File: config.mk
export PLATFORM = sky130hd
export DESIGN_NAME = axis_stream_sink_bp
export DESIGN_NICKNAME = d
export VERILOG_FILES = /design/src/rtl/axis_stream_sink_bp.sv
export SDC_FILE = /design/constraint.sdc
export NUM_CORES = 1
export LEC_CHECK = 0
export CELL_PAD_IN_SITES_DETAIL_PLACEMENT = 1
export CELL_PAD_IN_SITES_GLOBAL_PLACEMENT = 1
export CORE_ASPECT_RATIO = 1.5
export CORE_MARGIN = 2
export CORE_UTILIZATION = 50
export DETAILED_ROUTE_END_ITERATION = 12
export GPL_TIMING_DRIVEN = 0
export PLACE_DENSITY = 0.76
export SYNTH_ARGS = -nofsm -noshare
export SYNTH_HDL_FRONTEND = slang
export SYNTH_SLANG_ARGS = --single-unit
File: constraint.sdc
create_clock -name clk -period 11.2 [get_ports clk]
set_input_delay 2.8 -clock clk [delete_from_list [all_inputs] [get_ports clk]]
set_output_delay 2.8 -clock clk [all_outputs]
set_load 0.01 [all_outputs]
File: src/rtl/axis_stream_sink_bp.sv
`default_nettype none
// ============================================================================
// Module   : axis_stream_sink_bp
// Purpose  : AXI-Stream sink with selectable tready backpressure, show-ahead
//            capture FIFO, beat/packet counters and sticky TID check.
// Revision : 1.0
// ============================================================================
module axis_stream_sink_bp #(
    parameter int          DATA_W    = 8,
    parameter int          USER_W    = 8,
    parameter int          ID_W      = 8,
    parameter int          KEEP_W    = 8,
    parameter int          DEPTH     = 16,
    parameter int          CNT_W     = 32,
    parameter logic [15:0] LFSR_SEED = 16'hACE1
) (
    input  logic                       clk,
    input  logic                       rst_n,
    input  logic                       axis_s_tvalid,
    input  logic [DATA_W-1:0]          axis_s_tdata,
    input  logic [USER_W-1:0]          axis_s_tuser,
    input  logic [ID_W-1:0]            axis_s_tid,
    input  logic [KEEP_W-1:0]          axis_s_tkeep,
    input  logic                       axis_s_tlast,
    output logic                       axis_s_tready,
    input  logic [1:0]                 bp_mode,
    input  logic [7:0]                 bp_thresh,
    input  logic                       clr,
    output logic                       rd_valid,
    input  logic                       rd_ready,
    output logic [DATA_W-1:0]          rd_data,
    output logic [USER_W-1:0]          rd_user,
    output logic [ID_W-1:0]            rd_id,
    output logic [KEEP_W-1:0]          rd_keep,
    output logic                       rd_last,
    output logic [$clog2(DEPTH):0]     fifo_count,
    output logic [CNT_W-1:0]           beat_cnt,
    output logic [CNT_W-1:0]           pkt_cnt,
    output logic                       err_tid
);

    localparam int          AW        = $clog2(DEPTH);
    localparam int          EW        = DATA_W + USER_W + ID_W + KEEP_W + 1;
    localparam logic [AW:0] FULL_CNT  = (AW + 1)'(DEPTH);
    localparam logic [15:0] LFSR_TAPS = 16'hB400;

    localparam logic [1:0] BP_ALWAYS  = 2'b00;
    localparam logic [1:0] BP_RANDOM  = 2'b01;
    localparam logic [1:0] BP_PATTERN = 2'b10;

    logic [EW-1:0]     mem [DEPTH];

    logic              tready_q, tready_d;
    logic [AW-1:0]     wr_ptr_q, wr_ptr_d;
    logic [AW-1:0]     rd_ptr_q, rd_ptr_d;
    logic [AW:0]       count_q, count_d;
    logic [15:0]       lfsr_q, lfsr_d;
    logic [3:0]        phase_q, phase_d;
    logic [CNT_W-1:0]  beat_cnt_q, beat_cnt_d;
    logic [CNT_W-1:0]  pkt_cnt_q, pkt_cnt_d;
    logic              in_pkt_q, in_pkt_d;
    logic [ID_W-1:0]   pkt_tid_q, pkt_tid_d;
    logic              err_tid_q, err_tid_d;

    logic              accept;
    logic              pop;
    logic              allow;

    assign rd_valid = (count_q != '0);
    assign accept   = axis_s_tvalid && tready_q;
    assign pop      = rd_valid && rd_ready;

    always_comb begin
        allow = 1'b0;
        case (bp_mode)
            BP_ALWAYS:  allow = 1'b1;
            BP_RANDOM:  allow = (lfsr_q[7:0] < bp_thresh);
            BP_PATTERN: allow = (phase_q < bp_thresh[3:0]);
            default:    allow = 1'b0;
        endcase
    end

    always_comb begin
        wr_ptr_d = wr_ptr_q + AW'(accept);
        rd_ptr_d = rd_ptr_q + AW'(pop);
        count_d  = count_q + (AW + 1)'(accept) - (AW + 1)'(pop);
        // Ready looks at next-cycle occupancy so a full FIFO can never be overrun.
        tready_d = allow && (count_d < FULL_CNT);
        lfsr_d   = {1'b0, lfsr_q[15:1]} ^ (lfsr_q[0] ? LFSR_TAPS : 16'h0000);
        phase_d  = phase_q + 4'd1;
    end

    always_comb begin
        beat_cnt_d = beat_cnt_q + CNT_W'(accept);
        pkt_cnt_d  = pkt_cnt_q + CNT_W'(accept && axis_s_tlast);
        err_tid_d  = err_tid_q | (accept && in_pkt_q && (axis_s_tid != pkt_tid_q));
        in_pkt_d   = in_pkt_q;
        pkt_tid_d  = pkt_tid_q;
        if (accept) begin
            in_pkt_d = !axis_s_tlast;
            if (!in_pkt_q) begin
                pkt_tid_d = axis_s_tid;
            end
        end
        if (clr) begin
            beat_cnt_d = '0;
            pkt_cnt_d  = '0;
            err_tid_d  = 1'b0;
        end
    end

    always_ff @(posedge clk or negedge rst_n) begin
        if (!rst_n) begin
            tready_q   <= 1'b0;
            wr_ptr_q   <= '0;
            rd_ptr_q   <= '0;
            count_q    <= '0;
            lfsr_q     <= LFSR_SEED;
            phase_q    <= '0;
            beat_cnt_q <= '0;
            pkt_cnt_q  <= '0;
            in_pkt_q   <= 1'b0;
            pkt_tid_q  <= '0;
            err_tid_q  <= 1'b0;
        end else begin
            tready_q   <= tready_d;
            wr_ptr_q   <= wr_ptr_d;
            rd_ptr_q   <= rd_ptr_d;
            count_q    <= count_d;
            lfsr_q     <= lfsr_d;
            phase_q    <= phase_d;
            beat_cnt_q <= beat_cnt_d;
            pkt_cnt_q  <= pkt_cnt_d;
            in_pkt_q   <= in_pkt_d;
            pkt_tid_q  <= pkt_tid_d;
            err_tid_q  <= err_tid_d;
        end
    end

    // Storage needs no reset: occupancy alone decides what is valid.
    always_ff @(posedge clk) begin
        if (accept) begin
            mem[wr_ptr_q] <= {axis_s_tdata, axis_s_tuser, axis_s_tid, axis_s_tkeep, axis_s_tlast};
        end
    end

    assign {rd_data, rd_user, rd_id, rd_keep, rd_last} = mem[rd_ptr_q];

    assign axis_s_tready = tready_q;
    assign fifo_count    = count_q;
    assign beat_cnt      = beat_cnt_q;
    assign pkt_cnt       = pkt_cnt_q;
    assign err_tid       = err_tid_q;

endmodule
`default_nettype wire

==> results.md, run 1 <==
* Outcome: complete, no violations
* Least-Margin Pin Slew at 1335 ps
* Max FO, Critical Path at 11
* CORE AREA at 0.04980 mm²
* GPL Wtd Cong at 0.7680
* Number of routed nets with antenna violations at 0
* Initial core utilization at 50.71%
* Fill count at 4,485
* DRT iter0 DRCs at 935
* Post-synthesis cell area at 0.02525 mm²
* Clock skew at 39.14 ps
* CTS tree: built
* Max IR drop VDD at 0.1237 mV
* Sequential-to-total area share from yosys stat at 73.53%
* Nets at 1,692
* Area Overhead vs Synth at 19.45%
* Post-DP HPWL at 43,060 µm
* Worst Hold Class: register to register
* Worst EP arrival at ~4000 ps
* Final setup violation count at 0
* Clock sink count at 636
* Synth area leaders: edfxtp_1 63%, dfrtp_1 9.9%, mux4_2 8.8%
* Post-synth ARST share at 16.98%
* Largest area contributor in the netlist: edfxtp_1
* Unrepaired setup endpoints after global routing: false
* Die height at 279.2 µm
* CTS H-Tree Depth at 2
* Number of synthesized register bits at between 600 and 700
* Ports at 153
* DRC viols at 0
* Top-count cell post-synth: edfxtp_1
* DIE AREA at between 0.05 and 0.06 mm²
* Grt ovf at 0
* Final Max Slew Viols at 0
* Via count at 13,930
* Synth warnings at 0
* Pleak at 10.40 nW
* Largest net degree at the start of global routing at 73
* Min Tclk post-route at slightly below 7000 ps
* CP startpoint kind: register
* TNS Setup at 0 ps
* Syn_nets at 1,451
* Resized cells post-CTS at 0
* F_max at between 100 and 150 MHz
* Main synth FF type: edfxtp_1
* Routed length per instance at roughly 28 µm
* CTS root buffer: clkbuf_16
* Max-Slew Margin vs Limit at roughly a tenth
* Initial antenna violation count at 1
* Req. time, crit path at 8400 ps
* Site Rows at 100
* CP endpoint kind: output pin
* Final Hold Viols at 0
* Post-Route WL at 65,080 µm
* # Max-Cap Violations at 0
* Post-synth top cells: 528 x edfxtp_1, 100 x dfrtp_1, 99 x mux4_2, 77 x nor2_1, 66 x mux2i_1
* Hold_buf cts at 0
* Synth cell types at 55
* Power Total at between 6 and 7 mW
* CTS buffer count at 58
* Vias in the first global route at 15,650
* CTS max path bufs at 3
* First-pass GRT wire length at about 99,000 µm
* Top cell type's share of synthesized area at around 63%
* Clk_lat worst skew at 630 ps
* Clock transition at path regs at approximately 60 ps
* Multi-input gate area at ~0.0064 mm²
* Power density cells at 229.0 mW/mm²
* DRT Pass-1 Iters at 5
* Share of cells above drive strength 1 at 17.66%
* Gr usage total at around a quarter
* DR vias/cell at 5.982
* Synth Area per Inst at between 15 and 20 µm²
* Register Area at between 0.015 and 0.02 mm²
* Post-CTS setup buffer count at 0
* Chip width at between 150 and 200 µm
* Post-synth EDFFs at between 500 and 600
* Post-Syn Instances at ~1,400
* Buffers on Ports at 152
* Worst Setup Path Type: register to output pin
* Fin crit share at 60.92%
critical path: stages, from the launching register on:
cell and delay [ps]:
dfrtp_1 320, clkbuf_1 200, inv_1 100, nor2_1 1000
clkbuf_1 700, a22oi_1 220, o21ai_1 260, clkdlybuf4s50_1 610
logic make-up after synthesis:
kind of cell / share of synthesized area (%)
buffers and inverters: 1.541
and+or+nand+nor: 5.024
xor gates and xnor gates: 2.462
adders and majority gates: 1.318
muxes: 11.80
DFF: 73.53
AOI/OAI and AO/OA: 4.325
metrics by stage:
| stage | utilization [%] | worst slack, ps | instances | instance area [µm²] | hold WS, ps |
|---|---|---|---|---|---|
| 2_1_floorplan | - | 5164 | 1377 | 25250 | 331.2 |
| 3_3_place_gp | 55.43 | 1679 | 2192 | 27600 | 342.1 |
| 3_5_place_dp | 56.64 | 5104 | 2221 | 28210 | 337.0 |
| 4_1_cts | 60.57 | 4387 | 2328 | 30160 | 351.8 |
| 5_1_grt | 60.57 | 4226 | 2328 | 30160 | 358.0 |
| 6_report | 60.57 | 4377 | 2329 | 30160 | 349.3 |
cell usage in the layout (no fill, tap or decap), drive strengths merged, types with 33 or more instances in the layout:
cell type	n
edfxtp	528
clkdlybuf4s50	151
clkbuf	113
dfrtp	100
mux4	99
nor2	78
mux2i	66
buf	52
a21oi	46
o21ai	46
xor2	40
a221oi	33
a22oi	33
where the power goes:
part / total [mW] / switching, mW / leakage, nW / internal [mW]
Clock: 2.05 / 0.870 / 0.939 / 1.18
Combinational: 2.11 / 1.19 / 3.28 / 0.918
Sequential: 2.75 / 0.0591 / 6.18 / 2.69
Total: 6.91 / 2.12 / 10.4 / 4.79
metal layers:
layer  vias up  share of wire [%]  track usage [%]
met5         -              0.020                0
met4         2                3.1            8.944
met3       128                5.5            4.588
met2       455                 54            46.71
met1      7389                 37            30.31
li1       5957                  -                -
flip-flops by register name, indices dropped and copies added (netlist names):
name,count
wr_ptr_q,4
err_tid,1
lfsr_q,16
beat_cnt,32
fifo_count,5
pkt_cnt,32
rd_ptr_q,4
pkt_tid_q,8
phase_q,4
in_pkt_q,1
axis_s_tready,1
mem,528
cell type report:
cell class	instances	area share, %
Antenna cell	1	0.008296
Inverter	28	0.3484
Clock buffer	74	5.110
Multi-Input combinational cell	652	21.24
Sequential cell	636	61.56
Clock inverter	33	1.373
Tap cell	663	2.750
Buffer	61	0.9416
Timing Repair Buffer	181	6.674
worst paths after layout:
path | from | slack [ps] | endpoint | depth (start not counted)
worst min register to register | lfsr_q[9] | 350 | lfsr_q[8] | 0
max in group asynchronous | rst_n | 8390 | beat_cnt[15] | 2
worst max-delay path | rd_ptr_q[3] | 4380 | rd_id[4] | 7
min in group asynchronous | rst_n | 2080 | fifo_count[3] | 1
worst max register to register | fifo_count[2] | 7930 | axis_s_tready | 14
worst min-delay path | lfsr_q[9] | 350 | lfsr_q[8] | 0
Note: power is estimated with default switching activity, not from simulation.
==> inputs of run 2 (changes only) <==
==> constraint.sdc (replaced) <==
create_clock -name clk -period 7 [get_ports clk]
set_input_delay 1.75 -clock clk [delete_from_list [all_inputs] [get_ports clk]]
set_output_delay 1.75 -clock clk [all_outputs]
set_load 0.01 [all_outputs]
==> results of run 2 <==
The final DEF is identical to that of run 1. Status: complete, no violations.
Among the figures that moved: setup slack after placement 5104 ps -> 1954 ps; setup slack after layout 4377 ps -> 1227 ps; register-to-register setup slack 7930 ps -> 3730 ps; total power 6.908 mW -> 11.05 mW; worst IR drop on VDD 0.1237 mV -> 0.1980 mV
==> inputs of run 3 (changes only) <==
--- a/config.mk
+++ b/config.mk
@@ -9,10 +9,10 @@
 export CELL_PAD_IN_SITES_GLOBAL_PLACEMENT = 1
 export CORE_ASPECT_RATIO = 1.5
 export CORE_MARGIN = 2
-export CORE_UTILIZATION = 50
+export CORE_UTILIZATION = 46
 export DETAILED_ROUTE_END_ITERATION = 12
 export GPL_TIMING_DRIVEN = 0
-export PLACE_DENSITY = 0.76
+export PLACE_DENSITY = 0.73
 export SYNTH_ARGS = -nofsm -noshare
 export SYNTH_HDL_FRONTEND = slang
 export SYNTH_SLANG_ARGS = --single-unit
==> constraint.sdc (replaced) <==
create_clock -name clk -period 5.3 [get_ports clk]
set_input_delay 1.325 -clock clk [delete_from_list [all_inputs] [get_ports clk]]
set_output_delay 1.325 -clock clk [all_outputs]
set_load 0.01 [all_outputs]
==> results.md, run 3 (synthesis gave the netlist of run 1 again) <==
* CTS max path bufs at 3
* Final Cell Area at 0.03019 mm²
* GR peak layer: met2
* Share of cells above drive strength 1 at 17.86%
* Final Hold Viols at 0
* Least-Margin Pin Slew at 1020 ps
* Hold depth at 0
* Pleak at around 10 nW
* Worst r2r src: fifo_count[2]
* Clk_lat worst skew at 610 ps
* Outcome: complete, no violations
* Routed length per instance at about 27 µm
* Fill count at 4,930
* Power density cells at approximately 470 mW/mm²
* Worst Hold Class: register to register
* Chip width at approximately 200 µm
* Final core utilization at a little under three fifths
* Initial antenna violation count at 0
* DR vias/cell at 5.841
* CTS tree: built
* R2r endpoint: axis_s_tready
* Hold EP: lfsr_q[8]
* CTS root buffer: clkbuf_16
* Nets at 1,695
* Max reg flops at 528
* Register with the most flip-flops: mem
* Power Total at 14.34 mW
* Min-delay src: lfsr_q[9]
* Final Max Slew Viols at 0
* Largest net degree at the start of global routing at 88
* M1 GR Usage at approximately 28%
* Grt ovf at 0
* Worst EP arrival at 3670 ps
* Initial core utilization at 46.32%
* Post-Route WL at 64,090 µm
* DRC viols at 0
* First-pass GRT wire length at 97,610 µm
* Ports at 153
* DRT iter0 DRCs at 870
* TNS Setup at 0 ps
* CORE AREA at between 0.05 and 0.06 mm²
* Fin crit share at 94.32%
* FF-to-FF setup slack at 2070 ps
* # Max-Cap Violations at 0
* Worst r2r path cells at 14
* CTS buffer count at 58
* GPL Wtd Cong at 0.7621
* Max-Slew Margin vs Limit at 32.03%
* CTS H-Tree Depth at 2
* Post-DP HPWL at around 43,000 µm
* M3 GR Usage at 3.812%
* Hold_buf cts at 0
* Final setup violation count at 0
* Max IR drop VDD at 0.2859 mV
* Area Overhead vs Synth at 19.56%
* Commonest cells after routing, fill and taps aside: 528 x edfxtp_1, 151 x clkdlybuf4s50_1, 100 x dfrtp_1
* Die height at 291.0 µm
* Multi-input gate area at 0.006409 mm²
* Commonest non-fill, non-tap cell in the layout: edfxtp_1
* CP endpoint kind: output pin
* Crit path from: rd_ptr_q[2]
* Unrepaired setup endpoints after global routing: false
* Via count at 13,810
* Place WS at 842.0 ps
* F_max at 200.0 MHz
* Max FO, Critical Path at 10
* Min Tclk post-route at between 4000 and 5000 ps
* Site Rows at 105
* GR Util met2 at 42.33%
* N_diodes at 0
* Worst Setup Path Type: register to output pin
* Placed Area at 0.02834 mm²
* Number of routed nets with antenna violations at 0
* DIE AREA at 0.05683 mm²
* DRT Pass-1 Iters at 5
* Req. time, crit path at 3970 ps
* Clock transition at path regs at 70 ps
* Buffers on Ports at 152
* Gr usage total at ~23%
* CP startpoint kind: register
* Vias in the first global route at ~15,000
* Final worst-path setup slack at 300.8 ps
* Clock sink count at 636
* Register Area at 0.01857 mm²
* Clock skew at 23.58 ps
run 3: worst max path at each step:
stage	endpoint	slack [ps]	cells past startpoint
finish	rd_keep[1]	300	7
global route	rd_id[1]	120	7
CTS	rd_id[4]	140	7
detailed placement	rd_id[4]	840	7
global placement	mem[0][3]	-3170	4
floorplan	mem[0][0]	740	3
run 3: power breakdown:
group          switching [mW]  internal (mW)  leakage (nW)
registers               0.125           5.68          6.18
clock network            1.82           2.27         0.900
logic                    2.51           1.95          3.32
total                    4.45           9.89          10.4
run 3: cell type report:
class	count	share of cell area, %
sequential	636	61.50
multi-input combinational	652	21.23
timing repair buffer	184	6.987
clock buffer	74	5.143
tap	695	2.880
clock inverter	34	0.9739
buffer	61	0.9407
inverter	28	0.3481
run 3: through the flow:
stage / std cells / hold WS, ps
after floorplan: 1377 / 331.2
after global placement: 2224 / 338.9
after detailed placement: 2256 / 338.6
after CTS: 2364 / 358.2
after global routing: 2364 / 363.0
final: 2364 / 354.4
run 3: metal layers:
layer,share of wire [%],routed length [µm]
met1,38,24410
met2,54,34540
met3,5.1,3273
met4,2.9,1866
met5,0,0
run 3: timing repair:
item                                    4_1_cts  5_1_grt
endpoints found under the setup margin        0        1
buffers inserted                              0        0
gates resized for setup                       0        1
run 3: critical path, stage by stage (launching register included):
cell and delay, ps:
dfrtp_1 450, inv_1 250, nor2_1 520, clkbuf_1 640, a221oi_1 240, a22oi_1 250, o21ai_1 180, clkdlybuf4s50_1 540
==> RTL change, RTL diff (settings of run 2) <==
`USER_W`: 8 -> 9.
--- a/src/rtl/axis_stream_sink_bp.sv
+++ b/src/rtl/axis_stream_sink_bp.sv
@@ -9,3 +9,3 @@
     parameter int          DATA_W    = 8,
-    parameter int          USER_W    = 8,
+    parameter int          USER_W    = 9,
     parameter int          ID_W      = 8,
Ports: changed (resized axis_s_tuser and rd_user); port bits go from 153 to 155. The function was not compared with the original's and may differ.
==> RTL change against run 2 <==
  * Wire length rose by 4.1%
  * Sequential cell count rose by 16
  * Sequential share of layout area rose by 0.26 points
  * Hold slack improved by 0.0014 ns
  * Die area rose by 2.0%
  * Synthesized area rose by 2.0%
  * Via count rose by 3.0%
  * Clock skew fell by 0.011 ns
  * Cell count rose by 3.1%
  * Worst setup slack got worse by 0.016 ns
  * Global-route usage rose by 0.32 points
  * Total power rose by 2.6%
  * First-iteration DRC count rose by 11%
  * Design area rose by 2.2%
  * Critical endpoint is now rd_id[2]
==> RTL change: results (changes against run 2) <==
| Metric | Value |
|---|---|
| Synthesis Warnings | `0 (unchanged)` |
| VDD IR max | `218 uV (+10%)` |
| Max FFs per register | `544 (+3.0%)` |
| Final wirelength | `67.7 mm (+4.1%)` |
| Number of enable flip-flop cells after synthesis | `544 (+3.0%)` |
| Post-layout min period | `5.79 ns (+0.0164 ns)` |
| Cts repair resizes | `0 (unchanged)` |
| Post-synthesis sequential area ratio | `73.9% (+0.42 points)` |
| Leading cell types by count after synthesis | `edfxtp_1, mux4_2, dfrtp_1, nor2_1, a211oi_1` |
| Post-Synth Adder-Cell Area | `1.29% (-0.026 points)` |
| Largest net degree at the start of global routing | `66 (-9.6%)` |
| Mux share of post-synthesis cell area | `10.8% (-1.0 points)` |
| I/O Buffers | `153 (+0.66%)` |
| Mapped Nets | `1511 (+4.1%)` |
| Leak pwr | `0.0104 uW (+0.12%)` |
| GRT met3 Usage | `4.05% (-0.54 points)` |
| Dpl hpwl | `44.4 mm (+3.1%)` |
| CP arrival | `4.04 ns (+0.02 ns)` |
| Run status | `finished, final reports clean` |
| First-pass GRT wire length | `102 mm (+3.1%)` |
| Switch Pwr | `3550 uW (+4.4%)` |
| Grt met2 use | `47.4% (+0.68 points)` |
| DRT iter0 DRCs | `1040 (+11%)` |
| Layout cells sized above 1 | `17.6% (-0.11 points)` |
| FILL cells | `4535 (+1.1%)` |
| FFs w/ async S/R, synth | `16.6% (-0.42 points)` |
| Synth top area cells | `edfxtp_1, dfrtp_1, mux4_2, a211oi_1, xor2_1` |
| Synth cell types | `48 (-13%)` |
| Total CTS buffers | `59 (+1.7%)` |
| M1 GR Usage | `31.0% (+0.68 points)` |
| Number of vias per cell | `5.98 (about the same)` |
| Clock Skew | `0.0280 ns (-0.0111 ns)` |
| Antenna cells | `0 (-1)` |
| RePlAce Congestion | `0.757 (-1.4%)` |
| DP Worst Slack | `2.17 ns (+0.213 ns)` |
| Hold Violations, Final | `0 (unchanged)` |
| FF-to-FF setup slack | `3.76 ns (+0.03 ns)` |
| Synth Area in Compound Gates | `4.88% (+0.56 points)` |
| GRT Total Usage | `25.9% (+0.32 points)` |
| Slew headroom | `31.6% (+21 points)` |
| CP Max Fanout | `10 (-1)` |
| Vias in the first global route | `16000 (+2.0%)` |
| XOR/XNOR Fraction of Synth Area | `2.58% (+0.12 points)` |
| # nets final | `1756 (+3.8%)` |
## RTL change: cell count changes in the layout (fill, tap and decap cells not counted), moves of 16 or more
cell / delta
a211oi_1: +60
o21ai_0: +34
a221oi_1: -33
o21ai_1: -33
mux2i_1: -32
nor2b_1: +30
edfxtp_1: +16
## RTL change: area by class of cell
type,instances,area (um2),area share (%)
Tap cell,669,837,2.72
Sequential cell,652,19000,61.8
Inverter,26,97.6,0.317
Clock inverter,29,322,1.04
Timing Repair Buffer,184,2100,6.81
Multi-Input combinational cell,690,6420,20.8
Buffer,68,307,0.995
Clock buffer,83,1690,5.48
## RTL change: metrics by stage
| step | hold slack [ns] | area (um2) | TNS [ns] | utilization [%] | std cells |
|---|---|---|---|---|---|
| 2_1_floorplan | 0.331 | 25800 | 0 | - | 1436 |
| 3_3_place_gp | 0.340 | 28100 | -184.97 | 55.4 | 2258 |
| 3_5_place_dp | 0.342 | 28800 | 0 | 56.7 | 2289 |
| 4_1_cts | 0.353 | 30800 | 0 | 60.7 | 2401 |
| 5_1_grt | 0.364 | 30800 | 0 | 60.7 | 2401 |
| 6_report | 0.351 | 30800 | 0 | 60.7 | 2401 |
## RTL change: kinds of logic (layout without fill, tap and decap cells)
family          count (synthesis)  count (layout)
flops                         652             652
compound gates                198             198
simple gates                  242             242
mux                           148             148
fa+ha+maj                      26              26
buf+inv                        94             390
xor+xnor                       76              76
## RTL change: power by group through the flow
| stage | Sequential (uW) | Clock [uW] | Combinational (uW) |
|---|---|---|---|
| finish | 4510 | 3350 | 3480 |
| floorplan | 4570 | 0 | 1940 |
| CTS | 4510 | 3390 | 3530 |
| global placement | 4590 | 0 | 3300 |
| detailed placement | 4590 | 0 | 3480 |
| global route | 4530 | 3510 | 3710 |
## RTL change: critical path, stage by stage, from the launching register on
cell             delay (ns)
dfrtp_1                0.41
buf_2                  0.31
buf_2                  0.34
clkbuf_4               0.36
mux2i_1                0.14
a211oi_1               0.50
a21oi_1                0.12
o21ai_0                0.56
clkdlybuf4s50_1        0.66
## RTL change: path summary, 6_finish.rpt
check | from | end | cells after the start
worst max-delay path | rd_ptr_q[0] | rd_id[2] | 8
worst min-delay path | lfsr_q[12] | lfsr_q[11] | 0
worst max register to register | fifo_count[3] | axis_s_tready | 14
worst min register to register | lfsr_q[12] | lfsr_q[11] | 0
max in group asynchronous | rst_n | pkt_cnt[1] | 2
min in group asynchronous | rst_n | phase_q[3] | 1
## RTL change: metal layers
layer  vias to the layer above  part of all wire [%]  wire, um
li1                       6168                     -         -
met1                      7550                    37     25000
met2                       511                    54     36600
met3                       124                   5.8      3900
met4                         2                   3.3      2240
met5                         -                 0.019        13
